[src/rtl/arb_pkg.sv]
// Shared types and helpers for the 8-way round-robin arbiter.
// Provides the requester/index widths, the FSM state type and the priority search.
package arb_pkg;

    localparam int NUM_REQ = 8;
    localparam int IDX_W   = 3;
    localparam int HOLD_W  = 4;

    typedef enum logic {
        IDLE  = 1'b0,
        GRANT = 1'b1
    } arb_state_t;

    typedef struct packed {
        logic             found;
        logic [IDX_W-1:0] idx;
    } pick_t;

    // Lowest set bit at or above ptr wins; otherwise wrap to the lowest set bit overall.
    function automatic pick_t pick_next(input logic [NUM_REQ-1:0] req,
                                        input logic [IDX_W-1:0]   ptr);
        pick_t              res;
        logic [NUM_REQ-1:0] upper;
        upper     = req & ~((NUM_REQ'(1) << ptr) - NUM_REQ'(1));
        res.found = 1'b0;
        res.idx   = '0;
        for (int i = NUM_REQ - 1; i >= 0; i--) begin
            if (req[i]) begin
                res.found = 1'b1;
                res.idx   = IDX_W'(i);
            end
        end
        for (int i = NUM_REQ - 1; i >= 0; i--) begin
            if (upper[i]) begin
                res.idx = IDX_W'(i);
            end
        end
        return res;
    endfunction

endpackage

[src/rtl/decoder3_8.sv]
// 3-to-8 one-hot decoder with enable; output is all-zero when disabled.
module decoder3_8
    import arb_pkg::*;
(
    input  logic [IDX_W-1:0]   idx_i,
    input  logic               en_i,
    output logic [NUM_REQ-1:0] dec_o
);

    always_comb begin
        dec_o = '0;
        if (en_i) begin
            dec_o = NUM_REQ'(1) << idx_i;
        end
    end

endmodule

[src/rtl/rr_arbiter8.sv]
// 8-way round-robin arbiter with a registered grant index and combinational one-hot grant.
// Define RR_ARBITER8_LOCK_EN to let a requester hold its grant for up to MAX_HOLD cycles.
module rr_arbiter8
    import arb_pkg::*;
#(
    parameter int MAX_HOLD = 4
) (
    input  logic               clk,
    input  logic               rst_n,
    input  logic               en,
    input  logic [NUM_REQ-1:0] req,
    output logic [NUM_REQ-1:0] gnt,
    output logic [IDX_W-1:0]   gnt_idx,
    output logic               gnt_valid
);

    if (MAX_HOLD < 1 || MAX_HOLD > 15) begin : gBadMaxHold
        $error("rr_arbiter8: MAX_HOLD must be in 1..15");
    end

    arb_state_t       state_q, state_d;
    logic [IDX_W-1:0] ptr_q, ptr_d;
    logic [IDX_W-1:0] idx_q, idx_d;
    logic             valid_q, valid_d;
    pick_t            pick;
    logic             keepGrant;

    assign pick = pick_next(req, ptr_q);

`ifdef RR_ARBITER8_LOCK_EN
    localparam logic [HOLD_W-1:0] HOLD_LIMIT = HOLD_W'(MAX_HOLD);

    logic [HOLD_W-1:0] hold_q, hold_d;

    assign keepGrant = req[idx_q] && (hold_q < HOLD_LIMIT);

    // hold_cnt restarts at 1 on every new grant and counts while the holder keeps the grant.
    always_comb begin
        hold_d = hold_q;
        if (state_d == GRANT && (state_q == IDLE || !keepGrant)) begin
            hold_d = HOLD_W'(1);
        end else if (state_q == GRANT && en && keepGrant) begin
            hold_d = hold_q + HOLD_W'(1);
        end
    end

    always_ff @(posedge clk or negedge rst_n) begin
        if (!rst_n) begin
            hold_q <= '0;
        end else begin
            hold_q <= hold_d;
        end
    end
`else
    assign keepGrant = 1'b0;
`endif

    always_comb begin
        state_d = state_q;
        ptr_d   = ptr_q;
        idx_d   = idx_q;
        valid_d = valid_q;
        unique case (state_q)
            IDLE: begin
                if (en && pick.found) begin
                    state_d = GRANT;
                    idx_d   = pick.idx;
                    valid_d = 1'b1;
                    ptr_d   = pick.idx + IDX_W'(1);
                end
            end
            GRANT: begin
                if (!en) begin
                    state_d = IDLE;
                    valid_d = 1'b0;
                end else if (!keepGrant) begin
                    // Release point: re-arbitrate at once so a waiting requester sees no bubble.
                    if (pick.found) begin
                        idx_d = pick.idx;
                        ptr_d = pick.idx + IDX_W'(1);
                    end else begin
                        state_d = IDLE;
                        valid_d = 1'b0;
                    end
                end
            end
            default: begin
                state_d = IDLE;
                valid_d = 1'b0;
            end
        endcase
    end

    always_ff @(posedge clk or negedge rst_n) begin
        if (!rst_n) begin
            state_q <= IDLE;
            ptr_q   <= '0;
            idx_q   <= '0;
            valid_q <= 1'b0;
        end else begin
            state_q <= state_d;
            ptr_q   <= ptr_d;
            idx_q   <= idx_d;
            valid_q <= valid_d;
        end
    end

    assign gnt_idx   = idx_q;
    assign gnt_valid = valid_q;

    decoder3_8 uDecoder (
        .idx_i (idx_q),
        .en_i  (valid_q),
        .dec_o (gnt)
    );

endmodule

[config.mk]
export PLATFORM = sky130hd
export DESIGN_NAME = rr_arbiter8
export DESIGN_NICKNAME = d
export VERILOG_FILES = /design/src/rtl/arb_pkg.sv /design/src/rtl/decoder3_8.sv /design/src/rtl/rr_arbiter8.sv
export SDC_FILE = /design/constraint.sdc
export NUM_CORES = 1
export LEC_CHECK = 0
export CAP_MARGIN = 30
export CORE_UTILIZATION = 35
export CTS_CLUSTER_SIZE = 40
export DETAILED_ROUTE_END_ITERATION = 12
export PLACE_DENSITY = 0.7
export SLEW_MARGIN = 15
export SYNTH_ARGS = -nofsm -noshare
export SYNTH_HDL_FRONTEND = slang
export SYNTH_SLANG_ARGS = --single-unit
[constraint.sdc]
create_clock -name clk -period 2.9 [get_ports clk]
set_input_delay 0.58 -clock clk [delete_from_list [all_inputs] [get_ports clk]]
set_output_delay 0.58 -clock clk [all_outputs]
set_load 0.1 [all_outputs]
==> impl_results.html, run 1 <==
<table>
<tr><th>Metric</th><th>Value</th></tr>
<tr><th colspan="2">Synth</th></tr>
<tr><td>Count of different cell masters after synthesis</td><td>34</td></tr>
<tr><td>Instance count of the mapped netlist</td><td>85</td></tr>
<tr><td>Average cell area after synthesis</td><td>7.772 um^2</td></tr>
<tr><td>Biggest area consumer among synthesized cells</td><td>dfrtp_1</td></tr>
<tr><td>Number of warnings issued by yosys</td><td>0</td></tr>
<tr><td>FF+latch count, synth</td><td>8</td></tr>
<tr><td>Post-synth top area share</td><td>30.30%</td></tr>
<tr><td>Post-synth design cell area</td><td>660.6 um^2</td></tr>
<tr><td>Syn_nets</td><td>96</td></tr>
<tr><td>Sequential area share after synthesis</td><td>30.30%</td></tr>
<tr><td>Biggest area contributors in the synthesized netlist</td><td>dfrtp_1, nor2_1, nand2b_1</td></tr>
<tr><th colspan="2">Global route</th></tr>
<tr><td>Most used routing layer</td><td>met2</td></tr>
<tr><td>Met3 routing resource usage after global routing</td><td>4.762%</td></tr>
<tr><td>All-Layer GR Usage</td><td>17.08%</td></tr>
<tr><td>Total gr overflow</td><td>0</td></tr>
<tr><td>Vias in the first global route</td><td>606</td></tr>
<tr><td>GRT met1 Usage</td><td>21.04%</td></tr>
<tr><td>Met2 GRT Util</td><td>25.71%</td></tr>
<tr><td>Largest net degree at the start of global routing</td><td>11</td></tr>
<tr><td>Antenna violations before repair</td><td>0</td></tr>
<tr><td>First-pass GRT wire length</td><td>2.470 mm</td></tr>
<tr><th colspan="2">Setup path</th></tr>
<tr><td>Highest cell delay on the worst timing path</td><td>0.56 ns</td></tr>
<tr><td>Worst Path Class, Setup</td><td>primary input to register</td></tr>
<tr><td>Number of buffers and inverters on the critical path</td><td>1</td></tr>
<tr><td>Required @ worst endpoint</td><td>3.04 ns</td></tr>
<tr><td>Nature of the critical path endpoint</td><td>register</td></tr>
<tr><td>Cell-by-cell trace of the critical path</td><td>clkdlybuf4s50_1 -&gt; or4_4 -&gt; o31ai_4 -&gt; nor2_1 -&gt; a21o_1</td></tr>
<tr><td>Worst-path cell with the longest stage delay</td><td>or4_4</td></tr>
<tr><td>Crit start category</td><td>primary input</td></tr>
<tr><td>Data arrival time at the worst-slack endpoint</td><td>2.32 ns</td></tr>
<tr><td>Worst Path Max Fanout</td><td>10</td></tr>
<tr><td>Cell class contributing the biggest share of worst-path delay</td><td>simple AND/OR/NAND/NOR gates</td></tr>
<tr><th colspan="2">Power</th></tr>
<tr><td>Static power due to leakage</td><td>0.3825 nW</td></tr>
<tr><td>Worst voltage drop across the vdd grid</td><td>0.4949 mV</td></tr>
<tr><td>Post-layout total power</td><td>1.017 mW</td></tr>
<tr><td>Power density of the placed cells</td><td>1133 mW/mm^2</td></tr>
<tr><th colspan="2">Floorplanning</th></tr>
<tr><td>Count of boundary I/O pins</td><td>23</td></tr>
<tr><td>DIE WIDTH</td><td>45.45 um</td></tr>
<tr><td>Cell Rows</td><td>15</td></tr>
<tr><td>Starting density of the core</td><td>37.85%</td></tr>
<tr><td>Vertical die dimension</td><td>45.45 um</td></tr>
<tr><td>Core area</td><td>0.001745 mm^2</td></tr>
<tr><td>Die outline area</td><td>0.002065 mm^2</td></tr>
<tr><th colspan="2">Cells and area</th></tr>
<tr><td>Number of diodes</td><td>0</td></tr>
<tr><td>Synthesis-to-finish area growth</td><td>35.80%</td></tr>
<tr><td>Layout cells sized above 1</td><td>21.50%</td></tr>
<tr><td>Final Cell Area</td><td>897.1 um^2</td></tr>
<tr><td>Net count of the finished layout</td><td>120</td></tr>
<tr><th colspan="2">STA</th></tr>
<tr><td>Period Utilization, post-route</td><td>75.28%</td></tr>
<tr><td>Worst clock skew on the final layout</td><td>0.0006221 ns</td></tr>
<tr><td>Minimum period implied by the final worst setup slack</td><td>2.183 ns</td></tr>
<tr><td>Fmax</td><td>458.1 MHz</td></tr>
<tr><td>Worst Max-Slew Pin Slew</td><td>0.4219 ns</td></tr>
<tr><td>Count of final max-slew check failures</td><td>0</td></tr>
<tr><td>Setup-failing EPs final</td><td>0</td></tr>
<tr><td>Max transition margin</td><td>71.87%</td></tr>
<tr><td>Final hold violation count</td><td>0</td></tr>
<tr><td>RSZ-0062 raised after global routing</td><td>no</td></tr>
<tr><th colspan="2">Clock tree</th></tr>
<tr><td>Number of buffers between clock root and the deepest sink</td><td>2</td></tr>
<tr><td>CTS tree</td><td>built</td></tr>
<tr><td>CTS-repair resized insts</td><td>0</td></tr>
<tr><td>Num CTS Buffers</td><td>3</td></tr>
<tr><td>TritonCTS Sinks</td><td>8</td></tr>
<tr><td>Root Buffer</td><td>clkbuf_4</td></tr>
<tr><td>Clock transition time at the flip-flop clock pins of the worst setup and hold paths</td><td>0.05 ns</td></tr>
<tr><td>Latest clock arrival within the worst-skew pair</td><td>0.25 ns</td></tr>
<tr><td>CTS HTree Levels</td><td>1</td></tr>
<tr><td>Setup bufs post-CTS</td><td>0</td></tr>
<tr><td>Count of hold-fix buffers inserted at cts</td><td>0</td></tr>
<tr><th colspan="2">Detailed routing</th></tr>
<tr><td>Via count normalized by instance count</td><td>5.061</td></tr>
<tr><td>Initial DRC count</td><td>15</td></tr>
<tr><td>Average detailed-routed wire length per instance</td><td>11.39 um</td></tr>
<tr><td>Final ANT Viol Nets</td><td>0</td></tr>
<tr><td>TritonRoute pass-1 iters</td><td>4</td></tr>
<tr><td>Count of unresolved DRC violations after routing</td><td>0</td></tr>
<tr><td>Total length of routed wires</td><td>1.503 mm</td></tr>
<tr><td>Via count of the routed design</td><td>668</td></tr>
<tr><th colspan="2">Placed design</th></tr>
<tr><td>Port buffer count</td><td>22</td></tr>
<tr><td>RePlAce Congestion</td><td>0.7891</td></tr>
<tr><td>Post-placement cell area</td><td>874.6 um^2</td></tr>
<tr><td>HPWL after detailed placement</td><td>1.216 mm</td></tr>
<tr><th colspan="2">Worst hold path</th></tr>
<tr><td>Worst Hold Class</td><td>register to register</td></tr>
<tr><th colspan="2">Run</th></tr>
<tr><td>Max-cap violations</td><td>0</td></tr>
<tr><th colspan="2">Status</th></tr>
<tr><td>Run status</td><td>finished clean</td></tr>
</table>
worst paths after layout:
kind                            slack (ns)      from  cells past startpoint         end
worst min-delay path                  0.45   state_q                      1   gnt_valid
worst max register to register        1.20  ptr_q[2]                      6    ptr_q[2]
worst max-delay path                  0.72    req[3]                      5  gnt_idx[0]
worst min register to register        0.45   state_q                      1   gnt_valid
min in group asynchronous             0.60     rst_n                      1    ptr_q[0]
max in group asynchronous             2.05     rst_n                      1    ptr_q[1]
synth_stat cells, drive strengths merged:
master and number:
o2bb2ai 2, xnor2 1, nand2b 7, nor2b 1, nand2 9, a21o 3, nand3 4, o31ai 1
a211o 1, or3 1, a31oi 1, inv 5, o311a 1, nor3b 1, and2b 1, o311ai 1
o21ai 4, nor3 3, or4 1, a211oi 2, nor2 12, dfrtp 8, a21oi 7, buf 3
maj3 1, o211ai 1, or2 1, a22oi 1, a2bb2oi 1
per-stage QoR:
step / std cells / hold slack [ns] / worst slack, ns / util, % / setup TNS, ns
after floorplan: 85 / 0.2844 / -0.1824 / - / -1.164
after global placement: 129 / 0.4465 / 0.4913 / 50.11 / 0
after detailed placement: 129 / 0.4473 / 0.4540 / 50.11 / 0
after CTS: 132 / 0.4572 / 0.7180 / 51.40 / 0
after global routing: 132 / 0.4709 / 0.6245 / 51.40 / 0
final: 132 / 0.4504 / 0.7169 / 51.40 / 0
where the power goes:
part | leakage [nW] | total (mW) | switching (mW) | internal [mW]
Sequential | 0.0948 | 0.250 | 0.0940 | 0.156
Clock | 0.0138 | 0.0833 | 0.0360 | 0.0472
Combinational | 0.274 | 0.684 | 0.485 | 0.199
Total | 0.382 | 1.02 | 0.615 | 0.402
worst register-to-register path, cell delays in order, from the launching register on:
cell and delay [ns]:
dfrtp_1 0.55, nand2_1 0.11, o21ai_0 0.15, o21ai_0 0.12
a21o_1 0.25, a211o_1 0.28, a31oi_1 0.17
sequential cells by signal, summed over array words and instances, names as in the netlist:
name and count:
gnt_idx 3, ptr_q 3, gnt_valid 1, state_q 1
cell families after synthesis:
logic type | share of synthesized area (%)
and+or+nand+nor | 31.44
AOI/OAI and AO/OA | 29.93
buffers and inverters | 5.492
DFF | 30.30
xor gates and xnor gates | 1.326
adders and majority gates | 1.515
per-layer routing:
metal  vias to the layer above  share of wire [%]
met1                       298                 45
li1                        347                  -
met4                         0                1.9
met3                         4                3.2
met2                        19                 50
met5                         -                  0
cell usage in the layout (no fill, tap or decap), drive strengths merged, types with 2 or more instances in the layout:
master,n
o2bb2ai,2
clkbuf,3
nor2,12
a211oi,2
nand2,9
o21ai,4
nor3,3
a21oi,7
a21o,3
inv,5
nand3,4
clkdlybuf4s50,10
nand2b,7
dfrtp,8
buf,12
area by class of cell:
| cell class | count | area [um^2] |
|---|---|---|
| clock buffer | 3 | 22.52 |
| sequential | 8 | 200.2 |
| tap | 25 | 31.28 |
| timing repair buffer | 22 | 190.2 |
| fill | 184 | 848.3 |
| multi-input combinational | 69 | 434.2 |
| inverter | 5 | 18.77 |
No activity file was read; power rests on OpenSTA's default activity.
==> run 2: changes to the inputs <==
--- a/config.mk
+++ b/config.mk
@@ -9,7 +9,7 @@
 export CORE_UTILIZATION = 35
 export CTS_CLUSTER_SIZE = 40
 export DETAILED_ROUTE_END_ITERATION = 12
-export PLACE_DENSITY = 0.7
+export PLACE_DENSITY = 0.72
 export SLEW_MARGIN = 15
 export SYNTH_ARGS = -nofsm -noshare
 export SYNTH_HDL_FRONTEND = slang
==> constraint.sdc (replaced) <==
create_clock -name clk -period 1.9 [get_ports clk]
set_input_delay 0.38 -clock clk [delete_from_list [all_inputs] [get_ports clk]]
set_output_delay 0.38 -clock clk [all_outputs]
set_load 0.1 [all_outputs]
==> impl_results.html, run 2 (synthesized netlist as in run 1, its figures left out) <==
<table>
<tr><th>Metric</th><th>Value</th></tr>
<tr><th colspan="2">Global route</th></tr>
<tr><td>Antenna violations before repair</td><td>0 (unchanged)</td></tr>
<tr><td>All-Layer GR Usage</td><td>24.04% (was 17.08%)</td></tr>
<tr><td>Vias in the first global route</td><td>746 (was 606)</td></tr>
<tr><td>First-pass GRT wire length</td><td>3.477 mm (was 2.470 mm)</td></tr>
<tr><td>Largest net degree at the start of global routing</td><td>11 (unchanged)</td></tr>
<tr><td>Total gr overflow</td><td>0 (unchanged)</td></tr>
<tr><th colspan="2">Detailed routing</th></tr>
<tr><td>Via count of the routed design</td><td>786 (was 668)</td></tr>
<tr><td>Total length of routed wires</td><td>2.081 mm (was 1.503 mm)</td></tr>
<tr><td>Initial DRC count</td><td>38 (was 15)</td></tr>
<tr><td>Via count normalized by instance count</td><td>5.384 (was 5.061)</td></tr>
<tr><td>Final ANT Viol Nets</td><td>0 (unchanged)</td></tr>
<tr><td>TritonRoute pass-1 iters</td><td>4 (unchanged)</td></tr>
<tr><td>Average detailed-routed wire length per instance</td><td>14.25 um (was 11.39 um)</td></tr>
<tr><td>Count of unresolved DRC violations after routing</td><td>0 (unchanged)</td></tr>
<tr><th colspan="2">Placed design</th></tr>
<tr><td>HPWL after detailed placement</td><td>1.648 mm (was 1.216 mm)</td></tr>
<tr><td>Total instance count after detailed placement</td><td>141 (was 129)</td></tr>
<tr><td>Worst setup timing slack at the placement stage</td><td>-0.2674 ns (was 0.4540 ns)</td></tr>
<tr><td>Post-placement cell area</td><td>0.001197 mm^2 (was 874.6 um^2)</td></tr>
<tr><td>Port buffer count</td><td>22 (unchanged)</td></tr>
<tr><td>RePlAce Congestion</td><td>0.9010 (was 0.7891)</td></tr>
<tr><th colspan="2">Floorplanning</th></tr>
<tr><td>DIE WIDTH</td><td>45.45 um (unchanged)</td></tr>
<tr><td>Core area</td><td>0.001745 mm^2 (unchanged)</td></tr>
<tr><td>Cell Rows</td><td>15 (unchanged)</td></tr>
<tr><td>Die outline area</td><td>0.002065 mm^2 (unchanged)</td></tr>
<tr><td>Starting density of the core</td><td>37.85% (unchanged)</td></tr>
<tr><td>Vertical die dimension</td><td>45.45 um (unchanged)</td></tr>
<tr><td>Count of boundary I/O pins</td><td>23 (unchanged)</td></tr>
<tr><th colspan="2">Cells and area</th></tr>
<tr><td>Number of diodes</td><td>0 (unchanged)</td></tr>
<tr><td>Net count of the finished layout</td><td>133 (was 120)</td></tr>
<tr><td>Non-filler instance count after layout</td><td>146 (was 132)</td></tr>
<tr><td>Commonest non-fill, non-tap cells in the layout</td><td>buf_4, buf_12, nand2_1 (was nor2_1, buf_4, clkdlybuf4s50_1)</td></tr>
<tr><td>Most frequent standard cell in the layout excluding fill and tap cells</td><td>buf_4</td></tr>
<tr><td>Core utilization of the finished layout</td><td>71.68% (was 51.40%)</td></tr>
<tr><td>Final Cell Area</td><td>0.001251 mm^2 (was 897.1 um^2)</td></tr>
<tr><td>Layout cells sized above 1</td><td>41.32% (was 21.50%)</td></tr>
<tr><td>Synthesis-to-finish area growth</td><td>89.39% (was 35.80%)</td></tr>
<tr><th colspan="2">STA</th></tr>
<tr><td>Fmax</td><td>560.8 MHz</td></tr>
<tr><td>Worst Max-Slew Pin Slew</td><td>0.3755 ns (was 0.4219 ns)</td></tr>
<tr><td>Count of final max-slew check failures</td><td>0 (unchanged)</td></tr>
<tr><td>Setup TNS</td><td>0 ns (unchanged)</td></tr>
<tr><td>Worst clock skew on the final layout</td><td>0.002875 ns (was 0.0006221 ns)</td></tr>
<tr><td>Minimum period implied by the final worst setup slack</td><td>1.783 ns</td></tr>
<tr><td>Worst Setup Slack, final</td><td>0.1169 ns (was 0.7169 ns)</td></tr>
<tr><td>Max transition margin</td><td>74.89% (was 71.87%)</td></tr>
<tr><td>Period Utilization, post-route</td><td>93.85%</td></tr>
<tr><td>Final hold violation count</td><td>0 (unchanged)</td></tr>
<tr><td>Setup-failing EPs final</td><td>0 (unchanged)</td></tr>
<tr><td>Worst hold slack</td><td>0.3915 ns (was 0.4504 ns)</td></tr>
<tr><th colspan="2">Power</th></tr>
<tr><td>Static power due to leakage</td><td>0.5390 nW (was 0.3825 nW)</td></tr>
<tr><td>Post-layout total power</td><td>1.987 mW (was 1.017 mW)</td></tr>
<tr><td>Power density of the placed cells</td><td>1588 mW/mm^2 (was 1133 mW/mm^2)</td></tr>
<tr><td>Worst voltage drop across the vdd grid</td><td>0.9169 mV (was 0.4949 mV)</td></tr>
<tr><th colspan="2">Setup path</th></tr>
<tr><td>Nature of the critical path endpoint</td><td>register (unchanged)</td></tr>
<tr><td>Worst Path Max Fanout</td><td>6 (was 10)</td></tr>
<tr><td>Worst Path Class, Setup</td><td>primary input to register (unchanged)</td></tr>
<tr><td>Required @ worst endpoint</td><td>2.05 ns (was 3.04 ns)</td></tr>
<tr><td>Data arrival time at the worst-slack endpoint</td><td>1.93 ns (was 2.32 ns)</td></tr>
<tr><td>Crit start category</td><td>primary input (unchanged)</td></tr>
<tr><th colspan="2">Clock tree</th></tr>
<tr><td>Root Buffer</td><td>clkbuf_4 (unchanged)</td></tr>
<tr><td>Num CTS Buffers</td><td>3 (unchanged)</td></tr>
<tr><td>CTS tree</td><td>built (unchanged)</td></tr>
<tr><td>Number of buffers between clock root and the deepest sink</td><td>2 (unchanged)</td></tr>
<tr><td>CTS HTree Levels</td><td>1 (unchanged)</td></tr>
<tr><td>Count of hold-fix buffers inserted at cts</td><td>0 (unchanged)</td></tr>
<tr><td>Clock transition time at the flip-flop clock pins of the worst setup and hold paths</td><td>0.06 ns (was 0.05 ns)</td></tr>
<tr><td>Latest clock arrival within the worst-skew pair</td><td>0.27 ns (was 0.25 ns)</td></tr>
<tr><td>TritonCTS Sinks</td><td>8 (unchanged)</td></tr>
<tr><th colspan="2">Run</th></tr>
<tr><td>Max-cap violations</td><td>0 (unchanged)</td></tr>
<tr><th colspan="2">Worst hold path</th></tr>
<tr><td>Worst Hold Class</td><td>primary input to async pin (was register to register)</td></tr>
<tr><th colspan="2">Status</th></tr>
<tr><td>Run status</td><td>finished clean (unchanged)</td></tr>
</table>
-- run 2: cell types whose count changed in the layout (fill, tap and decap cells not counted), moves of 2 or more --
cell | previous run | this run
dfrtp_4 | 0 | 4
clkdlybuf4s50_1 | 10 | 5
nor3_4 | 0 | 2
nor2_1 | 12 | 5
nor3_2 | 2 | 0
buf_12 | 0 | 12
dfrtp_1 | 8 | 4
dlymetal6s2s_1 | 0 | 5
nor2_4 | 0 | 6
-- run 2: cell type report --
cell class | count | area (um^2)
multi-input combinational | 69 | 509.2
timing repair buffer | 35 | 450.4
clock buffer | 4 | 26.28
sequential | 8 | 215.2
fill | 137 | 494.2
inverter | 5 | 18.77
tap | 25 | 31.28
-- run 2: per-layer routing --
layer	share of wire (%)	global-route usage, %
met1	46	33.75
met3	2.1	3.968
met5	0	0
met2	50	36.29
met4	1.2	10.30
-- run 2: final timing paths --
check	from	endpoint	slack [ns]	cells after the start
worst max register to register	ptr_q[0]	ptr_q[2]	0.19	5
min in group clk	state_q	gnt_valid	0.44	1
worst max-delay path	req[1]	ptr_q[2]	0.12	6
worst min-delay path	rst_n	ptr_q[1]	0.39	1
max in group asynchronous	rst_n	gnt_idx[0]	1.21	1
worst min register to register	state_q	gnt_valid	0.44	1
-- run 2: report_power, final --
group	internal (mW)	total, mW	switching [mW]	leakage (nW)
combinational	0.540	1.38	0.842	0.434
clock	0.0813	0.154	0.0723	0.0150
sequential	0.260	0.453	0.192	0.0903
-- run 2: timing repair --
item,4_1_cts,5_1_grt
gates resized for setup,0,9
buffers inserted,0,1
endpoints found under the setup margin,0,7
-- run 2: worst max-delay path: stages --
cell	delay (ns)
clkdlybuf4s50_1	0.47
or4_4	0.47
o31ai_4	0.32
inv_2	0.12
nor2_1	0.11
a31oi_1	0.05
==> run 3: changes to the inputs <==
--- a/config.mk
+++ b/config.mk
@@ -5,11 +5,13 @@
 export SDC_FILE = /design/constraint.sdc
 export NUM_CORES = 1
 export LEC_CHECK = 0
+export ABC_AREA = 1
 export CAP_MARGIN = 30
 export CORE_UTILIZATION = 35
 export CTS_CLUSTER_SIZE = 40
 export DETAILED_ROUTE_END_ITERATION = 12
-export PLACE_DENSITY = 0.72
+export HOLD_SLACK_MARGIN = 0.15
+export PLACE_DENSITY = 0.71
 export SLEW_MARGIN = 15
 export SYNTH_ARGS = -nofsm -noshare
 export SYNTH_HDL_FRONTEND = slang
==> impl_results.html, run 3 <==
<table>
<tr><th>Metric</th><th>Value</th></tr>
<tr><th colspan="2">Synth</th></tr>
<tr><td>Syn_nets</td><td>120 (was 96)</td></tr>
<tr><td>Post-synth top area share</td><td>28.07% (was 30.30%)</td></tr>
<tr><td>Average cell area after synthesis</td><td>6.543 um^2 (was 7.772 um^2)</td></tr>
<tr><td>Instance count of the mapped netlist</td><td>109 (was 85)</td></tr>
<tr><td>Count of different cell masters after synthesis</td><td>21 (was 34)</td></tr>
<tr><td>Dominant cell by count in the synthesized netlist</td><td>nand2_1 (was nor2_1)</td></tr>
<tr><td>Number of enable flip-flop cells after synthesis</td><td>0 (unchanged)</td></tr>
<tr><td>Post-synth design cell area</td><td>713.2 um^2 (was 660.6 um^2)</td></tr>
<tr><td>Biggest area contributors in the synthesized netlist</td><td>dfrtp_1, nand2_1, inv_1 (was dfrtp_1, nor2_1, nand2b_1)</td></tr>
<tr><td>Sequential area share after synthesis</td><td>28.07% (was 30.30%)</td></tr>
<tr><td>Post-synthesis async set-or-reset flop share</td><td>100.0% (unchanged)</td></tr>
<tr><td>FF+latch count, synth</td><td>8 (unchanged)</td></tr>
<tr><td>Most common library cells after synthesis</td><td>nand2_1, inv_1, nor2_1 (was nor2_1, nand2_1, dfrtp_1)</td></tr>
<tr><td>Biggest area consumer among synthesized cells</td><td>dfrtp_1 (unchanged)</td></tr>
<tr><td>Number of warnings issued by yosys</td><td>0 (unchanged)</td></tr>
<tr><td>Predominant post-synthesis flop cell</td><td>dfrtp_1 (unchanged)</td></tr>
<tr><th colspan="2">STA</th></tr>
<tr><td>Fmax</td><td>552.8 MHz (was 560.8 MHz)</td></tr>
<tr><td>Max transition margin</td><td>74.41% (was 74.89%)</td></tr>
<tr><td>Period Utilization, post-route</td><td>95.21% (was 93.85%)</td></tr>
<tr><td>Count of final max-slew check failures</td><td>0 (unchanged)</td></tr>
<tr><td>Worst Setup Slack, final</td><td>0.09105 ns (was 0.1169 ns)</td></tr>
<tr><td>Final hold violation count</td><td>0 (unchanged)</td></tr>
<tr><td>Worst Max-Slew Pin Slew</td><td>0.3826 ns (was 0.3755 ns)</td></tr>
<tr><td>Setup-failing EPs final</td><td>0 (unchanged)</td></tr>
<tr><td>Setup TNS</td><td>0 ns (unchanged)</td></tr>
<tr><td>Minimum period implied by the final worst setup slack</td><td>1.809 ns (was 1.783 ns)</td></tr>
<tr><td>Worst clock skew on the final layout</td><td>0.007088 ns (was 0.002875 ns)</td></tr>
<tr><td>RSZ-0062 raised after global routing</td><td>no</td></tr>
<tr><th colspan="2">Power</th></tr>
<tr><td>Power density of the placed cells</td><td>1543 mW/mm^2 (was 1588 mW/mm^2)</td></tr>
<tr><td>Static power due to leakage</td><td>0.5336 nW (was 0.5390 nW)</td></tr>
<tr><td>Worst voltage drop across the vdd grid</td><td>0.7362 mV (was 0.9169 mV)</td></tr>
<tr><td>Post-layout total power</td><td>1.800 mW (was 1.987 mW)</td></tr>
<tr><th colspan="2">Detailed routing</th></tr>
<tr><td>Via count of the routed design</td><td>759 (was 786)</td></tr>
<tr><td>Initial DRC count</td><td>8 (was 38)</td></tr>
<tr><td>Total length of routed wires</td><td>1.782 mm (was 2.081 mm)</td></tr>
<tr><td>TritonRoute pass-1 iters</td><td>6 (was 4)</td></tr>
<tr><td>Count of unresolved DRC violations after routing</td><td>0 (unchanged)</td></tr>
<tr><td>Final ANT Viol Nets</td><td>0 (unchanged)</td></tr>
<tr><td>Via count normalized by instance count</td><td>4.774 (was 5.384)</td></tr>
<tr><td>Average detailed-routed wire length per instance</td><td>11.21 um (was 14.25 um)</td></tr>
<tr><th colspan="2">Setup path</th></tr>
<tr><td>Setup slack of the most critical reg-to-reg path</td><td>0.39 ns (was 0.19 ns)</td></tr>
<tr><td>Worst Path Class, Setup</td><td>register to output pin (was primary input to register)</td></tr>
<tr><td>Number of cells on the worst reg-to-reg path</td><td>9 (was 5)</td></tr>
<tr><td>Data arrival time at the worst-slack endpoint</td><td>1.43 ns (was 1.93 ns)</td></tr>
<tr><td>Nature of the critical path endpoint</td><td>output pin (was register)</td></tr>
<tr><td>Crit start category</td><td>register (was primary input)</td></tr>
<tr><td>Required @ worst endpoint</td><td>1.52 ns (was 2.05 ns)</td></tr>
<tr><td>Worst Path Max Fanout</td><td>4 (was 6)</td></tr>
<tr><td>Launch instance of the worst register-to-register path</td><td>ptr_q[2] (was ptr_q[0])</td></tr>
<tr><td>Reg-to-reg endpoint</td><td>ptr_q[1] (was ptr_q[2])</td></tr>
<tr><td>Highest cell delay on the worst timing path</td><td>0.49 ns (was 0.47 ns)</td></tr>
<tr><td>Cell-by-cell trace of the critical path</td><td>inv_1 -&gt; nand2_1 -&gt; nor2_4 -&gt; buf_12 (was clkdlybuf4s50_1 -&gt; or4_4 -&gt; o31ai_4 -&gt; inv_2 -&gt; nor2_1 -&gt; a31oi_1)</td></tr>
<tr><td>Worst-path cell with the longest stage delay</td><td>dfrtp_4 (was clkdlybuf4s50_1)</td></tr>
<tr><th colspan="2">Floorplanning</th></tr>
<tr><td>DIE WIDTH</td><td>47.14 um (was 45.45 um)</td></tr>
<tr><td>Vertical die dimension</td><td>47.14 um (was 45.45 um)</td></tr>
<tr><td>Count of boundary I/O pins</td><td>23 (unchanged)</td></tr>
<tr><td>Core area</td><td>0.001821 mm^2 (was 0.001745 mm^2)</td></tr>
<tr><td>Cell Rows</td><td>15 (unchanged)</td></tr>
<tr><td>Starting density of the core</td><td>39.18% (was 37.85%)</td></tr>
<tr><td>Die outline area</td><td>0.002222 mm^2 (was 0.002065 mm^2)</td></tr>
<tr><th colspan="2">Cells and area</th></tr>
<tr><td>Most frequent standard cell in the layout excluding fill and tap cells</td><td>nand2_1 (was buf_4)</td></tr>
<tr><td>Core utilization of the finished layout</td><td>64.05% (was 71.68%)</td></tr>
<tr><td>Net count of the finished layout</td><td>147 (was 133)</td></tr>
<tr><td>Commonest non-fill, non-tap cells in the layout</td><td>nand2_1, inv_1, buf_12 (was buf_4, buf_12, nand2_1)</td></tr>
<tr><td>Final Cell Area</td><td>0.001166 mm^2 (was 0.001251 mm^2)</td></tr>
<tr><td>Number of diodes</td><td>0 (unchanged)</td></tr>
<tr><td>Layout cells sized above 1</td><td>33.58% (was 41.32%)</td></tr>
<tr><td>Synthesis-to-finish area growth</td><td>63.51% (was 89.39%)</td></tr>
<tr><th colspan="2">Clock tree</th></tr>
<tr><td>Root Buffer</td><td>clkbuf_4 (unchanged)</td></tr>
<tr><td>Num CTS Buffers</td><td>3 (unchanged)</td></tr>
<tr><td>Number of buffers between clock root and the deepest sink</td><td>2 (unchanged)</td></tr>
<tr><td>Setup bufs post-CTS</td><td>0 (unchanged)</td></tr>
<tr><td>TritonCTS Sinks</td><td>8 (unchanged)</td></tr>
<tr><td>Count of hold-fix buffers inserted at cts</td><td>0 (unchanged)</td></tr>
<tr><td>CTS-repair resized insts</td><td>0 (unchanged)</td></tr>
<tr><td>CTS tree</td><td>built (unchanged)</td></tr>
<tr><td>CTS HTree Levels</td><td>1 (unchanged)</td></tr>
<tr><td>Latest clock arrival within the worst-skew pair</td><td>0.26 ns (was 0.27 ns)</td></tr>
<tr><td>Clock transition time at the flip-flop clock pins of the worst setup and hold paths</td><td>0.06 ns (about the same)</td></tr>
<tr><th colspan="2">Run</th></tr>
<tr><td>Max-cap violations</td><td>0 (unchanged)</td></tr>
<tr><th colspan="2">Placed design</th></tr>
<tr><td>Post-placement cell area</td><td>0.001144 mm^2 (was 0.001197 mm^2)</td></tr>
<tr><td>Port buffer count</td><td>22 (unchanged)</td></tr>
<tr><td>Worst setup timing slack at the placement stage</td><td>0.01140 ns (was -0.2674 ns)</td></tr>
<tr><td>HPWL after detailed placement</td><td>1.595 mm (was 1.648 mm)</td></tr>
<tr><td>RePlAce Congestion</td><td>0.8581 (was 0.9010)</td></tr>
<tr><th colspan="2">Global route</th></tr>
<tr><td>All-Layer GR Usage</td><td>21.84% (was 24.04%)</td></tr>
<tr><td>Antenna violations before repair</td><td>0 (unchanged)</td></tr>
<tr><td>Total gr overflow</td><td>0 (unchanged)</td></tr>
<tr><td>First-pass GRT wire length</td><td>3.284 mm (was 3.477 mm)</td></tr>
<tr><td>Vias in the first global route</td><td>792 (was 746)</td></tr>
<tr><td>Largest net degree at the start of global routing</td><td>9 (was 11)</td></tr>
<tr><th colspan="2">Worst hold path</th></tr>
<tr><td>Worst Hold Class</td><td>primary input to async pin (unchanged)</td></tr>
<tr><th colspan="2">Status</th></tr>
<tr><td>Run status</td><td>finished clean (unchanged)</td></tr>
</table>
==> run 3: layout make-up <==
cell class | instances | area [um^2]
Clock buffer | 3 | 22.52
Tap cell | 25 | 31.28
Inverter | 18 | 67.56
Timing Repair Buffer | 24 | 355.3
Fill cell | 176 | 654.4
Multi-Input combinational cell | 81 | 479.2
Sequential cell | 8 | 210.2
==> run 3: metrics by stage <==
stage / hold WS (ns) / cells
2_1_floorplan: 0.08441 / 109
3_3_place_gp: 0.5662 / 156
3_5_place_dp: 0.5757 / 156
4_1_cts: 0.4141 / 159
5_1_grt: 0.4318 / 159
6_report: 0.4056 / 159
==> run 3: kinds of logic (layout without fill, tap and decap cells) <==
kind of cell               count (synthesis)  in the layout  synth area share [%]
and+or+nand+nor                           68             68                 42.98
AOI/OAI and AO/OA                         12             12                 14.38
adders and majority gates                  1              1                 1.404
buffers and inverters                     20             45                 13.16
DFF                                        8              8                 28.07
==> run 3: where the power goes <==
part	total [mW]	leakage [nW]	internal, mW	switching [mW]
combinational	1.31	0.428	0.447	0.863
clock	0.131	0.0138	0.0724	0.0590
sequential	0.358	0.0919	0.244	0.114
==> run 3: layer usage <==
layer	GRT usage, %	part of all wire (%)	wire length, um
met5	0	0	0
met4	12.57	3.0	54
met3	7.308	5.6	100
met2	39.17	53	942
met1	21.91	38	685
==> run 3: worst max-delay path by stage <==
stage	slack, ns	cells past startpoint	from	endpoint
after floorplan	0.05	2	gnt_idx[0]	gnt[3]
after global placement	0.02	9	req[7]	gnt_idx[2]
after detailed placement	0.01	9	req[7]	gnt_idx[2]
after CTS	0.07	4	gnt_idx[2]	gnt[2]
after global routing	0.02	4	gnt_idx[2]	gnt[1]
final	0.09	4	gnt_idx[2]	gnt[2]
==> run 3: critical path: cells and delay by family, from the launching register on <==
| family | cells | cell delay, ns |
|---|---|---|
| flip-flops | 1 | 0.49 |
| AND/OR/NAND/NOR | 2 | 0.41 |
| buffers and inverters | 2 | 0.27 |
